===== src/rtl/crc_ser_pkg.sv =====
// Shared definitions for the CRC frame serializer.
//   ser_state_t     - serializer FSM states (IDLE, SHIFT, GAP)
//   CRC_BITS        - width of the CRC appended downstream
//   DEF_GAP_CYCLES  - default idle gap: room for the CRC bits plus one guard cycle
//   cnt_width()     - counter width able to hold 0..n-1, never less than 1 bit
package crc_ser_pkg;

    typedef enum logic [1:0] {
        IDLE  = 2'd0,
        SHIFT = 2'd1,
        GAP   = 2'd2
    } ser_state_t;

    localparam int CRC_BITS       = 8;
    localparam int DEF_GAP_CYCLES = CRC_BITS + 1;

    function automatic int cnt_width(input int n);
        return (n <= 2) ? 1 : $clog2(n);
    endfunction

endpackage


===== src/rtl/crc_frame_serializer_if.sv =====
// Word-input handshake of the CRC frame serializer.
//   IN_DATA   - parallel word, bit 0 goes out first
//   IN_VALID  - IN_DATA / IN_LAST are valid
//   IN_LAST   - word closes the frame
//   IN_READY  - serializer takes the word at the next rising edge
// Modports: master = word source, slave = serializer.
interface crc_frame_serializer_if #(
    parameter int DATA_WIDTH = 8
);

    logic [DATA_WIDTH-1:0] IN_DATA;
    logic                  IN_VALID;
    logic                  IN_LAST;
    logic                  IN_READY;

    modport master (
        output IN_DATA,
        output IN_VALID,
        output IN_LAST,
        input  IN_READY
    );

    modport slave (
        input  IN_DATA,
        input  IN_VALID,
        input  IN_LAST,
        output IN_READY
    );

endinterface


===== src/rtl/crc_frame_serializer.sv =====
// Parallel-to-serial feeder for the serial CRC-8 generator.
// Words arriving on in_if are shifted out LSB-first as one contiguous bit
// stream on DATA, qualified by ACTIVE. After every frame (or truncated frame)
// ACTIVE stays low for GAP_CYCLES cycles in GAP plus the IDLE acceptance
// cycle, which gives the CRC block time to append its check bits.
//
// Ports:
//   CLK          - clock, rising edge
//   RST          - asynchronous, active-low reset
//   in_if        - word handshake (slave modport): IN_DATA/IN_VALID/IN_LAST/IN_READY
//   DATA         - serial bit (registered)
//   ACTIVE       - DATA qualifier (registered)
//   BUSY         - serializer is in SHIFT or GAP
//   UNDERRUN     - one-cycle pulse: frame cut short, next word was missing
//   FRAME_COUNT  - completed frames, wraps at 16 bits
//                  (present only when CRC_SER_FRAME_CNT_EN is defined)
module crc_frame_serializer
    import crc_ser_pkg::*;
#(
    parameter int DATA_WIDTH = 8,
    parameter int GAP_CYCLES = DEF_GAP_CYCLES
) (
    input  logic                 CLK,
    input  logic                 RST,
    crc_frame_serializer_if.slave in_if,
    output logic                 DATA,
    output logic                 ACTIVE,
    output logic                 BUSY,
    output logic                 UNDERRUN
`ifdef CRC_SER_FRAME_CNT_EN
    ,
    output logic [15:0]          FRAME_COUNT
`endif
);

    localparam int BW = cnt_width(DATA_WIDTH);
    localparam int GW = cnt_width(GAP_CYCLES + 1);
    localparam logic [BW-1:0] BIT_LAST = BW'(DATA_WIDTH - 1);
    localparam logic [GW-1:0] GAP_LOAD = GW'(GAP_CYCLES - 1);

    ser_state_t            state, state_nxt;
    logic [DATA_WIDTH-1:0] shreg, shreg_nxt;
    logic [BW-1:0]         bit_cnt, bit_cnt_nxt;
    logic [GW-1:0]         gap_cnt, gap_cnt_nxt;
    logic                  last_flag, last_flag_nxt;
    logic                  data_nxt, active_nxt, underrun_nxt;
    logic                  at_boundary, in_ready, xfer;
`ifdef CRC_SER_FRAME_CNT_EN
    logic [15:0]           frame_cnt_nxt;
`endif

    // The last bit of a word is on DATA; this is the only SHIFT cycle where a
    // follow-on word can be taken without a bubble.
    assign at_boundary    = (state == SHIFT) && (bit_cnt == BIT_LAST);
    assign in_ready       = (state == IDLE) || (at_boundary && !last_flag);
    assign xfer           = in_if.IN_VALID && in_ready;
    assign in_if.IN_READY = in_ready;
    assign BUSY           = (state != IDLE);

    always_comb begin
        state_nxt     = state;
        shreg_nxt     = shreg;
        bit_cnt_nxt   = bit_cnt;
        gap_cnt_nxt   = gap_cnt;
        last_flag_nxt = last_flag;
        data_nxt      = DATA;
        active_nxt    = ACTIVE;
        underrun_nxt  = 1'b0;
`ifdef CRC_SER_FRAME_CNT_EN
        frame_cnt_nxt = FRAME_COUNT;
`endif
        case (state)
            IDLE: begin
                data_nxt   = 1'b0;
                active_nxt = 1'b0;
                if (xfer) begin
                    data_nxt      = in_if.IN_DATA[0];
                    active_nxt    = 1'b1;
                    shreg_nxt     = in_if.IN_DATA >> 1;
                    bit_cnt_nxt   = '0;
                    last_flag_nxt = in_if.IN_LAST;
                    state_nxt     = SHIFT;
                end
            end
            SHIFT: begin
                if (at_boundary) begin
                    if (xfer) begin
                        data_nxt      = in_if.IN_DATA[0];
                        active_nxt    = 1'b1;
                        shreg_nxt     = in_if.IN_DATA >> 1;
                        bit_cnt_nxt   = '0;
                        last_flag_nxt = in_if.IN_LAST;
                    end else begin
                        // Either the frame ended normally or the source
                        // failed to supply the next word in time.
                        data_nxt     = 1'b0;
                        active_nxt   = 1'b0;
                        gap_cnt_nxt  = GAP_LOAD;
                        underrun_nxt = !last_flag;
                        state_nxt    = GAP;
`ifdef CRC_SER_FRAME_CNT_EN
                        if (last_flag) begin
                            frame_cnt_nxt = FRAME_COUNT + 16'd1;
                        end
`endif
                    end
                end else begin
                    data_nxt    = shreg[0];
                    shreg_nxt   = shreg >> 1;
                    bit_cnt_nxt = bit_cnt + BW'(1);
                end
            end
            GAP: begin
                data_nxt   = 1'b0;
                active_nxt = 1'b0;
                if (gap_cnt == '0) begin
                    state_nxt = IDLE;
                end else begin
                    gap_cnt_nxt = gap_cnt - GW'(1);
                end
            end
            default: begin
                data_nxt   = 1'b0;
                active_nxt = 1'b0;
                state_nxt  = IDLE;
            end
        endcase
    end

    always_ff @(posedge CLK or negedge RST) begin
        if (!RST) begin
            state       <= IDLE;
            shreg       <= '0;
            bit_cnt     <= '0;
            gap_cnt     <= '0;
            last_flag   <= 1'b0;
            DATA        <= 1'b0;
            ACTIVE      <= 1'b0;
            UNDERRUN    <= 1'b0;
`ifdef CRC_SER_FRAME_CNT_EN
            FRAME_COUNT <= 16'd0;
`endif
        end else begin
            state       <= state_nxt;
            shreg       <= shreg_nxt;
            bit_cnt     <= bit_cnt_nxt;
            gap_cnt     <= gap_cnt_nxt;
            last_flag   <= last_flag_nxt;
            DATA        <= data_nxt;
            ACTIVE      <= active_nxt;
            UNDERRUN    <= underrun_nxt;
`ifdef CRC_SER_FRAME_CNT_EN
            FRAME_COUNT <= frame_cnt_nxt;
`endif
        end
    end

endmodule

===== src/flat_wrapper.sv =====
// flat-port wrapper written by rule: the top's interface ports become plain ports
module crc_frame_serializer_flat import crc_ser_pkg::*;
#(
    parameter int DATA_WIDTH = 8,
    parameter int GAP_CYCLES = DEF_GAP_CYCLES
)
  (CLK, RST, DATA, ACTIVE, BUSY, UNDERRUN, in_if_IN_DATA, in_if_IN_VALID, in_if_IN_LAST, in_if_IN_READY);
  crc_frame_serializer_if #(.DATA_WIDTH(DATA_WIDTH)) in_if_i ();
  input  logic CLK;
  input  logic RST;
  output logic DATA;
  output logic ACTIVE;
  output logic BUSY;
  output logic UNDERRUN;
  input wire logic [$bits(in_if_i.IN_DATA)-1:0] in_if_IN_DATA;
  input wire logic [$bits(in_if_i.IN_VALID)-1:0] in_if_IN_VALID;
  input wire logic [$bits(in_if_i.IN_LAST)-1:0] in_if_IN_LAST;
  output wire logic [$bits(in_if_i.IN_READY)-1:0] in_if_IN_READY;
  assign in_if_i.IN_DATA = in_if_IN_DATA;
  assign in_if_i.IN_VALID = in_if_IN_VALID;
  assign in_if_i.IN_LAST = in_if_IN_LAST;
  assign in_if_IN_READY = in_if_i.IN_READY;
  crc_frame_serializer #(.DATA_WIDTH(DATA_WIDTH), .GAP_CYCLES(GAP_CYCLES)) u_core (.CLK(CLK), .RST(RST), .in_if(in_if_i), .DATA(DATA), .ACTIVE(ACTIVE), .BUSY(BUSY), .UNDERRUN(UNDERRUN));
endmodule

===== config.mk =====
export PLATFORM = sky130hd
export DESIGN_NAME = crc_frame_serializer_flat
export DESIGN_NICKNAME = d
export VERILOG_FILES = /design/src/rtl/crc_ser_pkg.sv /design/src/rtl/crc_frame_serializer_if.sv /design/src/rtl/crc_frame_serializer.sv /design/src/flat_wrapper.sv
export SDC_FILE = /design/constraint.sdc
export NUM_CORES = 1
export LEC_CHECK = 0
export ABC_AREA = 1
export BUFFER_PORTS_ARGS = -buffer_cell sky130_fd_sc_hd__buf_2
export CAP_MARGIN = 0
export CORE_ASPECT_RATIO = 1.2
export CORE_MARGIN = 1.5
export CORE_UTILIZATION = 44
export CTS_CLUSTER_DIAMETER = 40
export DETAILED_ROUTE_END_ITERATION = 10
export HOLD_SLACK_MARGIN = 0.1
export MAX_ROUTING_LAYER = met4
export PLACE_DENSITY = 0.62
export RECOVER_POWER = 25
export SETUP_SLACK_MARGIN = 0.2
export SYNTH_ARGS = -nofsm -noshare
export SYNTH_HDL_FRONTEND = slang
export SYNTH_SLANG_ARGS = --single-unit
export TNS_END_PERCENT = 100

===== constraint.sdc =====
create_clock -name CLK -period 2.34 [get_ports CLK]
set_clock_uncertainty 0.2 [all_clocks]
set_input_delay 0.468 -clock CLK [delete_from_list [all_inputs] [get_ports CLK]]
set_output_delay 0.468 -clock CLK [all_outputs]
set_load 0.005 [all_outputs]

* Word level (Yosys, flattened, before mapping)
Index checks and enable logic that the tools add are counted.
Word-level totals: bits in registers 21, input port bits 12, word-level logic and storage cells 58, output and inout port bits 5
Cells by class: reductions and logical operators 13, equal/unequal tests 8, add/sub/neg operators 2, mux-type cells 27
Operator list (number):
- 8-bit 2-to-1 mux | 2
- 8-bit one-hot mux with 2 select lines | 1
- 4-bit 2-to-1 mux | 3
- 1-bit 2-to-1 mux | 9
- 2-bit 2-to-1 mux | 4
- 4-bit one-hot mux with 2 select lines | 1
- 4-bit AND reduction | 2
- 3-bit 2-to-1 mux | 2
- 2-bit by 1-bit inequality test with 1-bit output (second input constant) | 3
- 1-bit one-hot mux with 2 select lines | 3
- 2-bit one-hot mux with 3 select lines | 1
- 3-bit one-hot mux with 2 select lines | 1
- 2-bit nonzero test | 3
- 4-bit zero test | 1
- 2-bit inequality test (second input constant) | 2
- 4-bit by 1-bit subtractor with 4-bit output (second input constant) | 1
- 3-bit by 1-bit adder with 3-bit output (second input constant) | 1
- 3-bit equality test (second input constant) | 1
- 1-bit logical AND | 3
- 2-bit by 1-bit equality test with 1-bit output (second input constant) | 1
- 2-bit equality test (second input constant) | 1
- 2-bit zero test | 1
- 2-bit AND reduction | 1
- 1-bit zero test | 1
- 1-bit logical OR | 1

* Longest topological paths before layout
depth in word-level cells 8, mapped depth 10, mapped depth without buffers 10

* Worst setup path before layout
OpenSTA, ideal clock, no wires.
kind register -> register, start reg u_core.bit_cnt[0], end reg u_core.shreg[2], clock period less this slack 1.642 ns, arrival 1.330 ns, buffers on the path 1, cell stages (with the launch flop) 10, setup slack 0.698 ns, required time 2.027 ns, setup time 0.113 ns, cells stage by stage dfrtp_1 ha_1 ha_1 nand4_2 nand2_4 nand2_4 buf_6 nand3b_1 nand2_1 inv_1
On the way: longest elaborated chain between the ends 8
RTL lines:
- start, declared | line crc_frame_serializer.sv:43 | logic [BW-1:0] bit_cnt, bit_cnt_nxt;
- start signal, assigned | line crc_frame_serializer.sv:146 | bit_cnt <= bit_cnt_nxt;
- 3-bit equality test * | line crc_frame_serializer.sv:54 | assign at_boundary = (state == SHIFT) && (bit_cnt == BIT_LAST);
- 1-bit logical AND * | line crc_frame_serializer.sv:54
- 1-bit logical AND * | line crc_frame_serializer.sv:55 | assign in_ready = (state == IDLE) || (at_boundary && !last_flag);
- 1-bit logical OR * | line crc_frame_serializer.sv:55
- net in_if_IN_READY | line flat_wrapper.sv:18 | output wire logic [$bits(in_if_i.IN_READY)-1:0] in_if_IN_READY;
- 1-bit logical AND * | line crc_frame_serializer.sv:56 | assign xfer = in_if.IN_VALID && in_ready;
- 8-bit 2-to-1 mux *
- 8-bit 2-to-1 mux | line crc_frame_serializer.sv:86 | if (at_boundary) begin
- 8-bit one-hot mux with 2 select lines * | line crc_frame_serializer.sv:72 | case (state)
- end signal, assigned | line crc_frame_serializer.sv:145 | shreg <= shreg_nxt;
- end, declared | line crc_frame_serializer.sv:42 | logic [DATA_WIDTH-1:0] shreg, shreg_nxt;
Mark *: on every way through the listed nets, which the timed path passes. The rest lies on a longest branch. A chain may end at the register's enable or synchronous reset.

* Final worst setup path
start reg u_core.bit_cnt[0], end out in_if_IN_READY
On the way: longest elaborated chain between the ends 4
RTL lines (line):
- 3-bit equality test | crc_frame_serializer.sv:54
- 1-bit logical AND | crc_frame_serializer.sv:54
- 1-bit logical AND | crc_frame_serializer.sv:55
- 1-bit logical OR | crc_frame_serializer.sv:55
- end, declared | flat_wrapper.sv:18
No other way between the ends.

==> results.cfg <==
[critical_path]
cp_cell_sequence = ha_1 -> ha_2 -> nand4_2 -> nand2_4 -> buf_2
arrival_ns = 1.41
max_stage_delay_ns = 0.40
crit_family = flip-flops
cp_slowest_cell = dfrtp_1
cp_max_fo = 6
critPathRequiredTime_ns = 1.67
crit_buf_inv = 1
worstSetupEndpointType = primary output
critical_path.startpoint_type = register
critPathKind = register to primary output

[placed_design]
place_congestion = 0.743
post-dp-hpwl_mm = 1.44
place_ws_ns = 0.510
io_buffer_count = 16
place_area_sq_um = 1190

[floorplan]
start_util = 0.470
die-area_sq_um = 2770
rows = 19
fp.dieH_microns = 57.4
die_x_microns = 48.3
core_area_sq_um = 2310
pin_count = 17

[cts]
numClockSinks = 21
clockRootBuffer = clkbuf_4
cts_tree = done
insertion_delay_ns = 0.30
clk_pin_slew_ns = 0.11
cts_buffers = 3
cts_max_level = 1
clockBufferDepth = 2

[final_layout]
antenna_cells = 0
areaGrowthSynthToFinish_pct = 17.2
drive_above_1_share = 0.239
fin_nets = 171
final_area_sq_um = 1270

[power]
leakage_nw = 0.703
clock_power_share = 0.121
ir_drop_v = 0.000640
internal_power_w = 0.000851
sw_frac_of_total = 0.405
p_switching_w = 0.000580
pwr-share-comb = 0.485
p_per_area_nw_per_um2 = 1130
p_seq_frac = 0.395

[synthesis]
ys.flop_type = dfrtp_1
synth.most_common_cell = nand2_1
avgSynthCellArea_sq_um = 8.33
synth_seq_cells = 21
synth.distinct_cells = 22
netlist_instances = 130
yosys.area.top_type = dfrtp_1
synth_edf_count = 0
synthTopCellsByCount = nand2_1, dfrtp_1, inv_1, nand3_1, nor2_1
syn_nets = 145
synth-async-reset-ratio = 1.00
yosysWarnings = 0
ys_seq_area_frac = 0.485
synth_top_area_frac = 0.485
synth.area.top_cells = dfrtp_1, nand2_1, nand3_1, inv_1, nand3b_1
syn_area_sq_um = 1080

[sta]
rsz0062_at_grt = no
layout_worst_path_cycle_share = 0.889
layout_setup_ws_ns = 0.260
slew_headroom = 0.266
period_needed_ns = 2.08
setup_tns_ns = 0
setup_viol = 0
fmax_mhz = 481
slew_viol_final = 0
tightest_slew_ns = 1.10
hold_viol_final = 0

[detailed_routing]
drc = 0
first_iter_violations = 19
antenna_left = 0
vias_per_cell = 4.68
drt_first_pass_iters = 4
wl_per_cell_microns = 10.7
wirelength_mm = 1.99
vias = 871

[global_route]
grt_pass1_vias = 815
grt_overflow_total = 0
antenna_found_initial = 0
grt_pass1_wl_mm = 3.53
grt_max_degree = 22
grtUsageTotal = 0.166

[worst_hold_path]
min_path_type = primary input to register

[status]
status = finished clean

[run]
max_cap_viol_count = 0
==> cell type report <==
class                   instances  area (sq um)
repair buffers                 23           134
clock buffers                   4          26.3
well taps                      31          38.8
flip-flops and latches         21           526
multi-input cells              86           467
inverters                      21          78.8
fillers                       239          1040
==> stage by stage <==
stage	cells	hold slack, ns	power, W	utilization
finish	186	0.174	0.00143	0.551
global route	186	0.164	0.00158	0.551
CTS	181	0.169	0.00137	0.534
detailed placement	175	0.248	0.00119	0.515
global placement	175	0.248	0.00117	0.515
floorplan	130	-0.0276	0.00104	-
==> path summary, 6_finish.rpt <==
check,start,endpoint,slack [ns],cells after the start
max in group asynchronous,RST,u_core.shreg[4],0.61,2
worst max-delay path,u_core.bit_cnt[0],in_if_IN_READY,0.26,5
min in group asynchronous,RST,u_core.gap_cnt[2],0.68,2
worst max register to register,u_core.bit_cnt[0],u_core.shreg[1],0.55,9
worst min-delay path,in_if_IN_DATA[0],u_core.DATA,0.17,3
worst min register to register,u_core.ACTIVE,u_core.ACTIVE,0.28,2
==> power by group through the flow <==
stage / clock network [W] / logic (W) / registers [W]
after global routing: 0.000195 / 0.000802 / 0.000580
after global placement: 0 / 0.000597 / 0.000570
final: 0.000172 / 0.000694 / 0.000565
after detailed placement: 0 / 0.000614 / 0.000572
after floorplan: 0 / 0.000475 / 0.000562
after CTS: 0.000177 / 0.000628 / 0.000564
==> timing repair <==
item | in CTS | in global routing
pin swaps | 2 | 1
endpoints found under the setup margin | 1 | 1
endpoints found under the hold margin | 21 | 0
cloned | 0 | 0
hold buffers | 1 | 0
buffers inserted | 1 | 5
resized for setup | 0 | 1
==> sequential cells by signal, indices dropped and copies added (netlist names) <==
register and count:
u_core.ACTIVE 1, u_core.last_flag 1, u_core.state 2, u_core.gap_cnt 4
u_core.bit_cnt 3, u_core.UNDERRUN 1, u_core.DATA 1, u_core.shreg 8
==> placed cells by master (no fill, tap or decap), drive strengths merged <==
cell type | netlist | routed
inv | 20 | 20
a21oi | 1 | 1
xor2 | 1 | 1
nand3 | 13 | 13
buf | 2 | 21
dfrtp | 21 | 21
ha | 3 | 3
and3 | 1 | 1
a22oi | 4 | 4
dlygate4sd3 | 0 | 1
nand3b | 6 | 6
nor2 | 11 | 11
nand4 | 2 | 2
clkinv | 1 | 1
nand2 | 39 | 39
clkbuf | 0 | 5
o21ai | 5 | 5
==> kinds of logic after synthesis <==
logic type,count (synthesis),synth area share
compound gates,10,0.0554
xor+xnor,1,0.00808
simple gates,72,0.330
flops,21,0.485
buf+inv,23,0.0866
fa+ha+maj,3,0.0346
==> layer usage <==
| layer | vias to the layer above | part of all wire | track usage |
|---|---|---|---|
| met5 | - | 0 | - |
| met1 | 398 | 0.47 | 0.216 |
| met4 | 0 | 0.014 | 0.0612 |
| met2 | 7 | 0.50 | 0.268 |
| met3 | 4 | 0.014 | 0.0236 |
| li1 | 462 | - | - |
==> worst register-to-register path: cells and delay by family (launching register included) <==
| family | cells | cell delay, ns |
|---|---|---|
| AND/OR/NAND/NOR | 5 | 0.45 |
| buffers and inverters | 2 | 0.22 |
| flip-flops | 1 | 0.40 |
| adder cells (fa/ha/maj) | 2 | 0.40 |
No activity file was read; power rests on OpenSTA's default activity.
